==> src/rtl/io_pkg.sv <==
// rtl/io_pkg.sv - shared configuration-field layout helpers for io_bank_cfg
// Field layout per channel, LSB first: sel[SEL_W-1:0], inv, reg_en.
package io_pkg;

    localparam int SEL_LSB = 0;

    // Bit position of the invert flag inside a channel field.
    function automatic int inv_bit(input int sel_w);
        return sel_w;
    endfunction

    // Bit position of the output-register enable inside a channel field.
    function automatic int reg_bit(input int sel_w);
        return sel_w + 1;
    endfunction

    // Total configuration chain length for num_ch channels.
    function automatic int cfg_len(input int num_ch);
        return num_ch * ($clog2(num_ch) + 2);
    endfunction

endpackage

==> src/rtl/io_chan_mux.sv <==
// rtl/io_chan_mux.sv - one output channel: select, optional invert, optional register
// Ports:
//   clb_clk, rst_n : clock, asynchronous active-low reset
//   cfg_valid      : forces the channel output to zero while low
//   in_bus         : all input channels, channel c at [c*DATA_W +: DATA_W]
//   fld            : this channel's active configuration field
//   out_ch         : channel output
module io_chan_mux
    import io_pkg::*;
#(
    parameter  int NUM_CH = 4,
    parameter  int DATA_W = 8,
    localparam int SEL_W  = $clog2(NUM_CH),
    localparam int FLD_W  = SEL_W + 2
) (
    input  logic                     clb_clk,
    input  logic                     rst_n,
    input  logic                     cfg_valid,
    input  logic [NUM_CH*DATA_W-1:0] in_bus,
    input  logic [FLD_W-1:0]         fld,
    output logic [DATA_W-1:0]        out_ch
);

    localparam int INV_B = inv_bit(SEL_W);
    localparam int REG_B = reg_bit(SEL_W);

    logic [SEL_W-1:0]  sel;
    logic              inv;
    logic              reg_en;
    logic [DATA_W-1:0] d;
    logic [DATA_W-1:0] q;

    assign sel    = fld[SEL_LSB +: SEL_W];
    assign inv    = fld[INV_B];
    assign reg_en = fld[REG_B];

    // A select code with no matching channel leaves d at zero, uninverted.
    always_comb begin
        d = '0;
        for (int c = 0; c < NUM_CH; c++) begin
            if (int'(sel) == c) begin
                d = in_bus[c*DATA_W +: DATA_W] ^ {DATA_W{inv}};
            end
        end
    end

    // Free-running: the register tracks d every cycle whether or not it is selected.
    always_ff @(posedge clb_clk or negedge rst_n) begin
        if (!rst_n) begin
            q <= '0;
        end else begin
            q <= d;
        end
    end

    assign out_ch = !cfg_valid ? '0 : (reg_en ? q : d);

endmodule

==> src/rtl/io_bank_cfg.sv <==
// rtl/io_bank_cfg.sv - serially configured NUM_CH x DATA_W IO routing bank
// Optional macro IO_SYNC2_EN: 2-flop synchroniser on every in_bus bit.
// Ports:
//   clb_clk, rst_n : clock, asynchronous active-low reset
//   prog_in        : serial config bit, LSB first
//   prog_en        : shift enable; falling edge requests a commit
//   prog_out       : shadow[0], daisy-chain output
//   prog_done      : one-cycle pulse, commit accepted
//   prog_err       : one-cycle pulse, commit rejected (wrong bit count)
//   cfg_valid      : high once any commit has been accepted
//   in_bus/out_bus : NUM_CH channels of DATA_W bits each
module io_bank_cfg
    import io_pkg::*;
#(
    parameter int NUM_CH = 4,
    parameter int DATA_W = 8
) (
    input  logic                     clb_clk,
    input  logic                     rst_n,
    input  logic                     prog_in,
    input  logic                     prog_en,
    output logic                     prog_out,
    output logic                     prog_done,
    output logic                     prog_err,
    output logic                     cfg_valid,
    input  logic [NUM_CH*DATA_W-1:0] in_bus,
    output logic [NUM_CH*DATA_W-1:0] out_bus
);

    localparam int SEL_W = $clog2(NUM_CH);
    localparam int FLD_W = SEL_W + 2;
    localparam int CFG_W = cfg_len(NUM_CH);
    localparam int CNT_W = $clog2(CFG_W + 2);

    localparam logic [CNT_W-1:0] CNT_FULL = CNT_W'(CFG_W);
    localparam logic [CNT_W-1:0] CNT_SAT  = CNT_W'(CFG_W + 1);

    logic [CFG_W-1:0]         shadow;
    logic [CFG_W-1:0]         active;
    logic [CNT_W-1:0]         cnt;
    logic                     prog_en_q;
    logic                     commit_req;
    logic [NUM_CH*DATA_W-1:0] mux_in;

    assign commit_req = prog_en_q & ~prog_en;

    // The counter saturates one past CFG_W so an overlong stream can never
    // wrap back onto the exact length and be accepted.
    always_ff @(posedge clb_clk or negedge rst_n) begin
        if (!rst_n) begin
            shadow    <= '0;
            active    <= '0;
            cnt       <= '0;
            prog_en_q <= 1'b0;
            prog_done <= 1'b0;
            prog_err  <= 1'b0;
            cfg_valid <= 1'b0;
        end else begin
            prog_en_q <= prog_en;
            prog_done <= 1'b0;
            prog_err  <= 1'b0;
            if (commit_req) begin
                cnt <= '0;
                if (cnt == CNT_FULL) begin
                    active    <= shadow;
                    prog_done <= 1'b1;
                    cfg_valid <= 1'b1;
                end else begin
                    prog_err <= 1'b1;
                end
            end else if (prog_en) begin
                shadow <= {prog_in, shadow[CFG_W-1:1]};
                if (cnt != CNT_SAT) begin
                    cnt <= cnt + CNT_W'(1);
                end
            end
        end
    end

    assign prog_out = shadow[0];

`ifdef IO_SYNC2_EN
    logic [NUM_CH*DATA_W-1:0] sync_q1;
    logic [NUM_CH*DATA_W-1:0] sync_q2;

    always_ff @(posedge clb_clk or negedge rst_n) begin
        if (!rst_n) begin
            sync_q1 <= '0;
            sync_q2 <= '0;
        end else begin
            sync_q1 <= in_bus;
            sync_q2 <= sync_q1;
        end
    end

    assign mux_in = sync_q2;
`else
    assign mux_in = in_bus;
`endif

    for (genvar c = 0; c < NUM_CH; c++) begin : g_chan
        io_chan_mux #(
            .NUM_CH (NUM_CH),
            .DATA_W (DATA_W)
        ) u_mux (
            .clb_clk   (clb_clk),
            .rst_n     (rst_n),
            .cfg_valid (cfg_valid),
            .in_bus    (mux_in),
            .fld       (active[c*FLD_W +: FLD_W]),
            .out_ch    (out_bus[c*DATA_W +: DATA_W])
        );
    end

endmodule

==> config.mk <==
export PLATFORM = sky130hd
export DESIGN_NAME = io_bank_cfg
export DESIGN_NICKNAME = d
export VERILOG_FILES = /design/src/rtl/io_pkg.sv /design/src/rtl/io_chan_mux.sv /design/src/rtl/io_bank_cfg.sv
export SDC_FILE = /design/constraint.sdc
export NUM_CORES = 1
export LEC_CHECK = 0
export BUFFER_PORTS_ARGS = -buffer_cell sky130_fd_sc_hd__buf_4
export CAP_MARGIN = 20
export CORE_MARGIN = 2
export CORE_UTILIZATION = 50
export CTS_CLUSTER_SIZE = 8
export DETAILED_ROUTE_END_ITERATION = 8
export HOLD_SLACK_MARGIN = 0.05
export PLACE_DENSITY = 0.75
export SKIP_CTS_REPAIR_TIMING = 1
export SYNTH_ARGS = -nofsm -noshare
export SYNTH_HDL_FRONTEND = slang
export SYNTH_SLANG_ARGS = --single-unit
==> constraint.sdc <==
create_clock -name clb_clk -period 1.3 [get_ports clb_clk]
set_input_delay 0 -clock clb_clk [delete_from_list [all_inputs] [get_ports clb_clk]]
set_output_delay 0 -clock clb_clk [all_outputs]
set_load 0.1 [all_outputs]
==> flow_summary.toml, run 1 <==
[critical_path]
path_class = "reg2out"
r2r_start = "active[4]$_DFFE_PN0P_"
crit_start = "active[8]$_DFFE_PN0P_"
cp-start-kind = "register"
crit_path_end = "out_bus[21]"
rr_worst_depth = 7
worstPathArrival_ns = 2.09
r2r-end = "g_chan[1].u_mux.q[2]$_DFF_PN0_"
reg2reg_slack_ns = -0.29
critPathMaxFanout = 4
required_ns = 1.30
cp-end-kind = "primary output"

[final_layout]
final_common_cell = "buf_4"
final.fill_count = 409
diodes = 0
seqCellArea_um2 = 1836
area_growth_pct = 58.14
drive_gt1_frac = 0.6985
multi_input_area_um2 = 2855
layout_common_cells = "80 x buf_4, 68 x dfrtp_1, 32 x nor2_2"
fin_area_um2 = 6646
fin_nets = 515

[clocking]
clk_pin_slew_worst_paths_ns = 0.09
cts_buffers = 9
cts_tree = "done"
cts_sinks = 73
cts-root-buf = "clkbuf_8"
clk_path_buf_depth = 2
insertion_delay_ns = 0.36
htree_levels = 3

[run_status]
violations = "setup timing"
status = "finished with violations"

[timing]
min_period_ns = 2.090
fin_ws_ns = -0.7899
fin_worst_skew_ns = 0.01683
worst_pin_slew_ns = 0.8292
finalSetupViolations = 84
timing.final.crit_share = 1.608
max_slew_margin = 0.4472
fin_hold_ws_ns = 0.09816
rsz0062_at_grt = "yes"
slew_viol_final = 0
fmax_mhz = 478.5
hold_viol = 0

[place]
place_congestion = 0.8437
portBuffers = 71
dp_hpwl_mm = 7.792
dpl_cell_area_um2 = 5428

[synth]
synth_area_um2 = 4203
ys_ff_latch = 73
synth_cell_type_count = 43
avgSynthCellArea_um2 = 11.87
synth_nets = 393
ys_seq_area_frac = 0.4347
syn_inst = 354
yosysWarnings = 0

[detailed_routing]
vias = 3543
wl_per_cell_um = 22.39
drcViolationCount = 0
via_per_inst = 6.046
routed_wirelength_mm = 13.12
ant_nets = 0
drt-initial-drc-count = 320
drtPass1Iterations = 4

[floorplan]
dieArea_um2 = 9155
die_w_um = 95.68
core-area_um2 = 8175
num_rows = 33
start_util = 0.5141
ios = 72
die_h_um = 95.68

[power]
p_leak_nw = 2.914
p_per_area_nw_per_um2 = 1486
vdd_ir_drop_max_mv = 0.9058

[global_routing]
globalRouteTotalUtil = 0.2359
grt_pass1_vias = 3205
grt_first_pass_wirelength_mm = 16.15
grt_max_degree = 34
grt_overflow = 0
antenna_found_initial = 0

[hold_path]
hold_path_class = "in2async"

[run]
cap_violations = 0
## worst min path at each step
stage | to | cells past startpoint
6_report | active[7]$_DFFE_PN0P_ | 2
5_1_grt | g_chan[3].u_mux.q[3]$_DFF_PN0_ | 3
4_1_cts | active[7]$_DFFE_PN0P_ | 1
3_5_place_dp | g_chan[0].u_mux.q[5]$_DFF_PN0_ | 1
3_3_place_gp | g_chan[0].u_mux.q[5]$_DFF_PN0_ | 1
2_1_floorplan | active[0]$_DFFE_PN0P_ | 0
## Yosys cell counts, drive strengths merged
master	instances	area, um2
dfrtp	73	1827
nor2	66	250.2
mux2	32	360.3
o21ai	32	160.2
mux4	29	653.1
xor2	24	210.2
buf	18	130.1
inv	12	45.04
nand3	9	45.04
clkbuf	7	26.28
xnor2	7	98.85
nand2	5	21.27
a221oi	4	47.55
a31oi	3	18.77
ha	3	37.54
nand2b	3	18.77
nor3b	3	22.52
o31ai	3	46.29
a21oi	2	13.76
nand3b	2	15.01
nor2b	2	12.51
nor3	2	10.01
o221a	2	22.52
o22a	2	17.52
a21o	1	7.510
a311oi	1	8.760
and2	1	6.260
and2b	1	7.510
mux2i	1	10.01
nand4	1	21.27
o32ai	1	8.760
o41ai	1	16.27
or2	1	6.260
## stage by stage
stage | setup TNS (ns) | util | cells | total power, W | worst slack, ns
floorplan | -14.50 | - | 354 | 0.005971 | -0.9072
global placement | -14.37 | 0.6639 | 552 | 0.006845 | -0.4341
detailed placement | -16.41 | 0.6639 | 552 | 0.006916 | -0.5155
CTS | -29.33 | 0.6908 | 568 | 0.008902 | -0.8999
global route | -33.01 | 0.8130 | 586 | 0.01022 | -0.8584
finish | -28.87 | 0.8130 | 586 | 0.009879 | -0.7899
## sequential cells by signal, summed over array words and instances (netlist names)
name / count
shadow: 16
cfg_valid: 1
prog_err: 1
prog_en_q: 1
cnt: 5
prog_done: 1
g_chan.u_mux.q: 32
active: 16
## per-layer routing
metal / wire length (um) / GRT usage / vias up / share of wire
met5: 0 / 0 / - / 0
met4: 478 / 0.06071 / 0 / 0.036
met3: 1093 / 0.06324 / 50 / 0.083
met2: 6526 / 0.3788 / 200 / 0.50
met1: 5021 / 0.3203 / 1801 / 0.38
li1: - / - / 1492 / -
## power breakdown
group | leakage, nW | switching [W] | internal [W] | total, W
Combinational | 1.91 | 0.00304 | 0.00184 | 0.00488
Sequential | 0.894 | 0.000292 | 0.00269 | 0.00299
Clock | 0.113 | 0.000882 | 0.00113 | 0.00201
## area by class of cell
type	instances	area share
multi-input combinational	244	0.4296
sequential	73	0.2762
timing repair buffer	136	0.2346
clock buffer	11	0.02127
tap	105	0.01977
clock inverter	5	0.01186
inverter	12	0.006777
## cells by family (layout without fill, tap and decap cells)
group           after synthesis  after routing  share of synthesized area
compound gates               52             52                    0.08753
xor+xnor                     31             31                    0.07353
fa+ha+maj                     3              3                   0.008932
buf+inv                      37            164                    0.04793
flops                        73             73                     0.4347
mux                          62             62                     0.2435
simple gates                 96             96                     0.1039
## worst max-delay path, cell delays in order (launching register included)
cell	delay, ns
dfrtp_1	0.41
buf_4	0.18
mux4_2	0.56
xor2_2	0.18
nor2_2	0.18
nor2_4	0.05
buf_8	0.19
(Power assumes the default switching activity.)
==> inputs of run 2 (changes only) <==
==> constraint.sdc (replaced) <==
create_clock -name clb_clk -period 1.3 [get_ports clb_clk]
set_input_delay 0.195 -clock clb_clk [delete_from_list [all_inputs] [get_ports clb_clk]]
set_output_delay 0.195 -clock clb_clk [all_outputs]
set_load 0.1 [all_outputs]
==> run 2 against run 1 <==
Compared with the run above:
- the flow still finishes with violations (setup timing)
- non-clock buffer count rose by 1
- sequential share of layout area rose by 0.31 points
- register-to-register slack improved by 0.03 ns
- first-iteration DRC count fell by 13%
- critical path depth did not move
- power fell by 1.1%
- final area fell by 1.1%
- critical path type unchanged
- core utilization fell by 0.90 points
==> flow_summary.toml, run 2 (synthesis gave the netlist of run 1 again) <==
[run_status]
status = "finished with violations"
violations = "setup timing"

[final_layout]
fin_nets = 516
diodes = 0
finish.utilization = 0.8039
area_growth_pct = 56.39
final_common_cell = "buf_4"
fin_area_um2 = 6573
largest_register_ffs = 32
drive_gt1_frac = 0.6867
top_register = "g_chan.u_mux.q"
top_regs = "g_chan.u_mux.q (32), active (16), shadow (16)"
layout_common_cells = "85 x buf_4, 68 x dfrtp_1, 31 x nor2_4"
fin_cells = 587
final.fill_count = 415

[critical_path]
worst-path-buf-inv = 2
crit_path_cell_trace = "buf_4 > mux4_2 > xor2_1 > nor2_1 > nor2_4 > buf_8"
r2r_start = "active[0]$_DFFE_PN0P_"
crit_family = "multiplexers"
crit_path_max_incr_delay_ns = 0.52
r2r-end = "g_chan[0].u_mux.q[3]$_DFF_PN0_"
cp-end-kind = "primary output"
required_ns = 1.11
rr_worst_depth = 4
reg2reg_slack_ns = -0.26
crit_slowest_cell = "mux4_2"
path_class = "reg2out"
critPathMaxFanout = 3
cp-start-kind = "register"
worstPathArrival_ns = 2.11

[hold_path]
whs_endpoint = "shadow[15]$_DFFE_PN0P_"
hold_path_class = "in2reg"
hold_depth = 2
min_from = "prog_in"

[floorplan]
die_h_um = 95.68
num_rows = 33
die_w_um = 95.68
ios = 72
start_util = 0.5141
dieArea_um2 = 9155
core-area_um2 = 8175

[global_routing]
grt_pass1_vias = 3294
globalRouteTotalUtil = 0.2443
grt_first_pass_wirelength_mm = 16.46
antenna_found_initial = 0
grt_max_degree = 31
grt_overflow = 0

[timing]
max_slew_margin = 0.4685
fin_worst_skew_ns = 0.007888
rsz0062_at_grt = "yes"
fmax_mhz = 433.6
fin_ws_ns = -1.006
hold_viol = 0
worst_pin_slew_ns = 0.7972
timing.final.crit_share = 1.774
slew_viol_final = 0
min_period_ns = 2.306
finalSetupViolations = 84

[clocking]
cts_buffers = 9
insertion_delay_ns = 0.36
cts-root-buf = "clkbuf_8"
clk_pin_slew_worst_paths_ns = 0.08
htree_levels = 3
clk_path_buf_depth = 2
cts_tree = "done"
cts_sinks = 73

[detailed_routing]
drcViolationCount = 0
routed_wirelength_mm = 13.33
via_per_inst = 5.951
drtPass1Iterations = 4
drt-initial-drc-count = 280
vias = 3493
ant_nets = 0
wl_per_cell_um = 22.71

[power]
p_per_area_nw_per_um2 = 1487
p_total_w = 0.009774
p_leak_nw = 2.891
vdd_ir_drop_max_mv = 1.158

[place]
dpl_cell_area_um2 = 5453
portBuffers = 71
place_congestion = 0.8455
dp_hpwl_mm = 7.992
dp.cells = 557

[run]
cap_violations = 0
## run 2: worst max path at each step
stage | to | cells past startpoint | slack, ns | from
CTS | out_bus[12] | 6 | -1.07 | active[4]$_DFFE_PN0P_
global route | out_bus[12] | 7 | -1.06 | active[4]$_DFFE_PN0P_
floorplan | out_bus[5] | 6 | -1.10 | active[1]$_DFFE_PN0P_
detailed placement | out_bus[12] | 6 | -0.68 | active[4]$_DFFE_PN0P_
finish | out_bus[17] | 6 | -1.01 | active[8]$_DFFE_PN0P_
global placement | out_bus[15] | 5 | -0.62 | active[4]$_DFFE_PN0P_
## run 2: metal layers
| metal | track usage | vias up | routed length [um] |
|---|---|---|---|
| met5 | 0 | - | 0 |
| met4 | 0.09881 | 0 | 356 |
| met3 | 0.04664 | 35 | 978 |
| met2 | 0.3957 | 170 | 6918 |
| met1 | 0.3252 | 1795 | 5078 |
| li1 | - | 1493 | - |
## run 2: where the power goes
part           leakage, nW  internal, W  switching (W)
Sequential           0.894      0.00269       0.000300
Clock               0.0962     0.000951       0.000959
Combinational         1.90      0.00184        0.00303
Total                 2.89      0.00548        0.00429
## run 2: final cells by class
cell class / count / area [um2] / area share
clock buffers: 11 / 141.4 / 0.02151
inverters: 12 / 45.04 / 0.006853
clock inverters: 5 / 62.56 / 0.009518
flip-flops and latches: 73 / 1836 / 0.2793
multi-input cells: 244 / 2808 / 0.4272
well taps: 105 / 131.4 / 0.01999
repair buffers: 137 / 1549 / 0.2357
## run 2: stage by stage
stage	TNS, ns	setup WS [ns]	hold WS [ns]
after floorplan	-20.74	-1.102	-0.1006
after global placement	-20.90	-0.6244	0.1365
after detailed placement	-22.64	-0.6804	0.1374
after CTS	-36.19	-1.074	-0.2437
after global routing	-40.00	-1.065	0.05477
final	-35.97	-1.006	0.06851
==> inputs of run 3 (changes only) <==
- SYNTH_HIERARCHICAL: not set -> 1
==> run 3 against run 2 <==
Compared with the run above:
- largest cell class unchanged
- global-route usage down 1.1 points
- first-iteration DRC count down 29%
- the flow still finishes with violations (setup timing)
- highest routed layer unchanged
- synthesized cell count down 19%
==> flow_summary.toml, run 3 <==
[power]
p_int_w = 0.005928
vdd_ir_drop_max_mv = 1.245
swShare = 0.3671
p_total_w = 0.009366
p_comb_frac = 0.427
p_leak_nw = 2.592
p_seq_frac = 0.335
pwr-share-clk = 0.238
p_per_area_nw_per_um2 = 1510
p_sw_w = 0.003438

[timing]
min_period_ns = 2.249
slew_viol_final = 0
fin_ws_ns = -0.9493
rsz0062_at_grt = "yes"
hold_viol = 0
finalSetupViolations = 88
worst_pin_slew_ns = 0.4147
fmax_mhz = 444.6
timing.final.crit_share = 1.730
max_slew_margin = 0.7235
fin_worst_skew_ns = 0.007968

[floorplan]
core-area_um2 = 7807
num_rows = 32
dieArea_um2 = 8855
die_h_um = 94.10
start_util = 0.5199
die_w_um = 94.10
ios = 72

[final_layout]
final_common_cell = "dfrtp_1"
drive_gt1_frac = 0.6800
fin_nets = 434
area_growth_pct = 52.84
top_regs = "g_chan.u_mux/q (32), active (16), shadow (16)"
finish.utilization = 0.7946
top_register = "g_chan.u_mux/q"
fin_area_um2 = 6203
layout_common_cells = "72 x dfrtp_1, 63 x buf_4, 35 x buf_12"
final.fill_count = 423
largest_register_ffs = 32
multi_input_area_um2 = 2591
diodes = 0
seqCellArea_um2 = 1831

[synth]
ys_seq_area_frac = 0.4501
synth_cell_type_count = 26
yosysWarnings = 6
synth_edf_count = 0
async_flop_share = 1.000
avgSynthCellArea_um2 = 14.09
ys_top_cells_by_count = "73 x dfrtp_1, 33 x o21ai_0, 33 x xor2_1"
yosysTopAreaCell = "dfrtp_1"
synth_nets = 327
synth_top_area_frac = 0.4501
synth_area_um2 = 4059
synthFlopType = "dfrtp_1"
ys_ff_latch = 73
synthTopCellsByArea = "dfrtp_1 45%, mux4_2 18%, o21ba_1 7.9%"
yosysMostFrequentCell = "dfrtp_1"
syn_inst = 288

[detailed_routing]
vias = 2902
routed_wirelength_mm = 10.84
drcViolationCount = 0
wl_per_cell_um = 21.59
drt-initial-drc-count = 199
via_per_inst = 5.781
ant_nets = 0
drtPass1Iterations = 4

[clocking]
htree_levels = 3
cts_buffers = 9
clk_pin_slew_worst_paths_ns = 0.08
insertion_delay_ns = 0.35
cts_sinks = 73
cts_tree = "done"
cts-root-buf = "clkbuf_8"
clk_path_buf_depth = 2

[global_routing]
grt_first_pass_wirelength_mm = 15.31
globalRouteTotalUtil = 0.2329
antenna_found_initial = 0
grt_max_degree = 35
grt_overflow = 0
grt_pass1_vias = 2907

[place]
dp_hpwl_mm = 7.111
place_congestion = 0.9020
portBuffers = 71
dpl_cell_area_um2 = 5349

[critical_path]
required_ns = 1.11
cp-end-kind = "primary output"
worstPathArrival_ns = 2.05
path_class = "reg2out"
cp-start-kind = "register"
critPathMaxFanout = 3

[hold_path]
hold_path_class = "in2reg"

[run_status]
violations = "setup timing"
status = "finished with violations"

[run]
cap_violations = 0
==> run 3: path summary, 6_finish.rpt <==
check | start | to | slack [ns] | cells past startpoint
worst min-delay path | prog_in | shadow[15]$_DFFE_PN0P_ | 0.08 | 2
max in group asynchronous | rst_n | cfg_valid$_DFFE_PN0P_ | 0.55 | 3
worst min register to register | shadow[6]$_DFFE_PN0P_ | active[6]$_DFFE_PN0P_ | 0.53 | 1
worst max-delay path | active[12]$_DFFE_PN0P_ | out_bus[24] | -0.95 | 5
min in group asynchronous | rst_n | cnt[1]$_DFFE_PN0P_ | 0.29 | 2
worst max register to register | cnt[1]$_DFFE_PN0P_ | active[6]$_DFFE_PN0P_ | -0.41 | 5
==> run 3: per-stage QoR <==
| stage | hold slack [ns] | setup TNS (ns) | instances | worst slack (ns) |
|---|---|---|---|---|
| floorplan | -0.1006 | -20.78 | 288 | -0.4753 |
| global placement | 0.1150 | -25.32 | 476 | -0.5700 |
| detailed placement | 0.1167 | -25.99 | 476 | -0.5812 |
| CTS | -0.2625 | -39.86 | 492 | -0.9779 |
| global route | 0.07382 | -42.36 | 502 | -0.9787 |
| finish | 0.07911 | -37.88 | 502 | -0.9493 |
==> run 3: power groups by stage <==
stage               Clock, W  Combinational [W]  Sequential [W]
CTS                  0.00227            0.00331         0.00313
finish               0.00223            0.00400         0.00313
floorplan                  0            0.00235         0.00321
detailed placement         0            0.00330         0.00317
global route         0.00236            0.00419         0.00319
global placement           0            0.00324         0.00315
==> run 3: final cells by class <==
cell class,count,share of cell area
timing repair buffer,114,0.2205
multi-input combinational,188,0.4177
clock inverter,6,0.01856
sequential,73,0.2951
clock buffer,10,0.02219
inverter,9,0.005446
tap,102,0.02057
==> run 3: cell families (layout without fill, tap and decap cells) <==
kind of cell / after synthesis / count (layout) / synth area share
XOR/XNOR: 34 / 34 / 0.07337
multiplexers: 67 / 67 / 0.2811
flip-flops: 73 / 73 / 0.4501
AND/OR/NAND/NOR: 14 / 16 / 0.01942
buffers and inverters: 29 / 139 / 0.04161
adder cells (fa/ha/maj): 3 / 3 / 0.009249
AO/OA/AOI/OAI: 68 / 68 / 0.1252
==> run 3: layer usage <==
metal | GRT usage | share of wire | vias to the layer above
li1 | - | - | 1251
met1 | 0.3271 | 0.42 | 1542
met2 | 0.3768 | 0.52 | 92
met3 | 0.03371 | 0.039 | 17
met4 | 0.07850 | 0.017 | 0
met5 | 0 | 0 | -
==> run 3: worst max-delay path, cell delays in order (launching register included) <==
cell	delay (ns)
dfrtp_1	0.44
buf_6	0.14
mux4_2	0.55
xor2_2	0.21
o21ba_4	0.21
buf_12	0.16
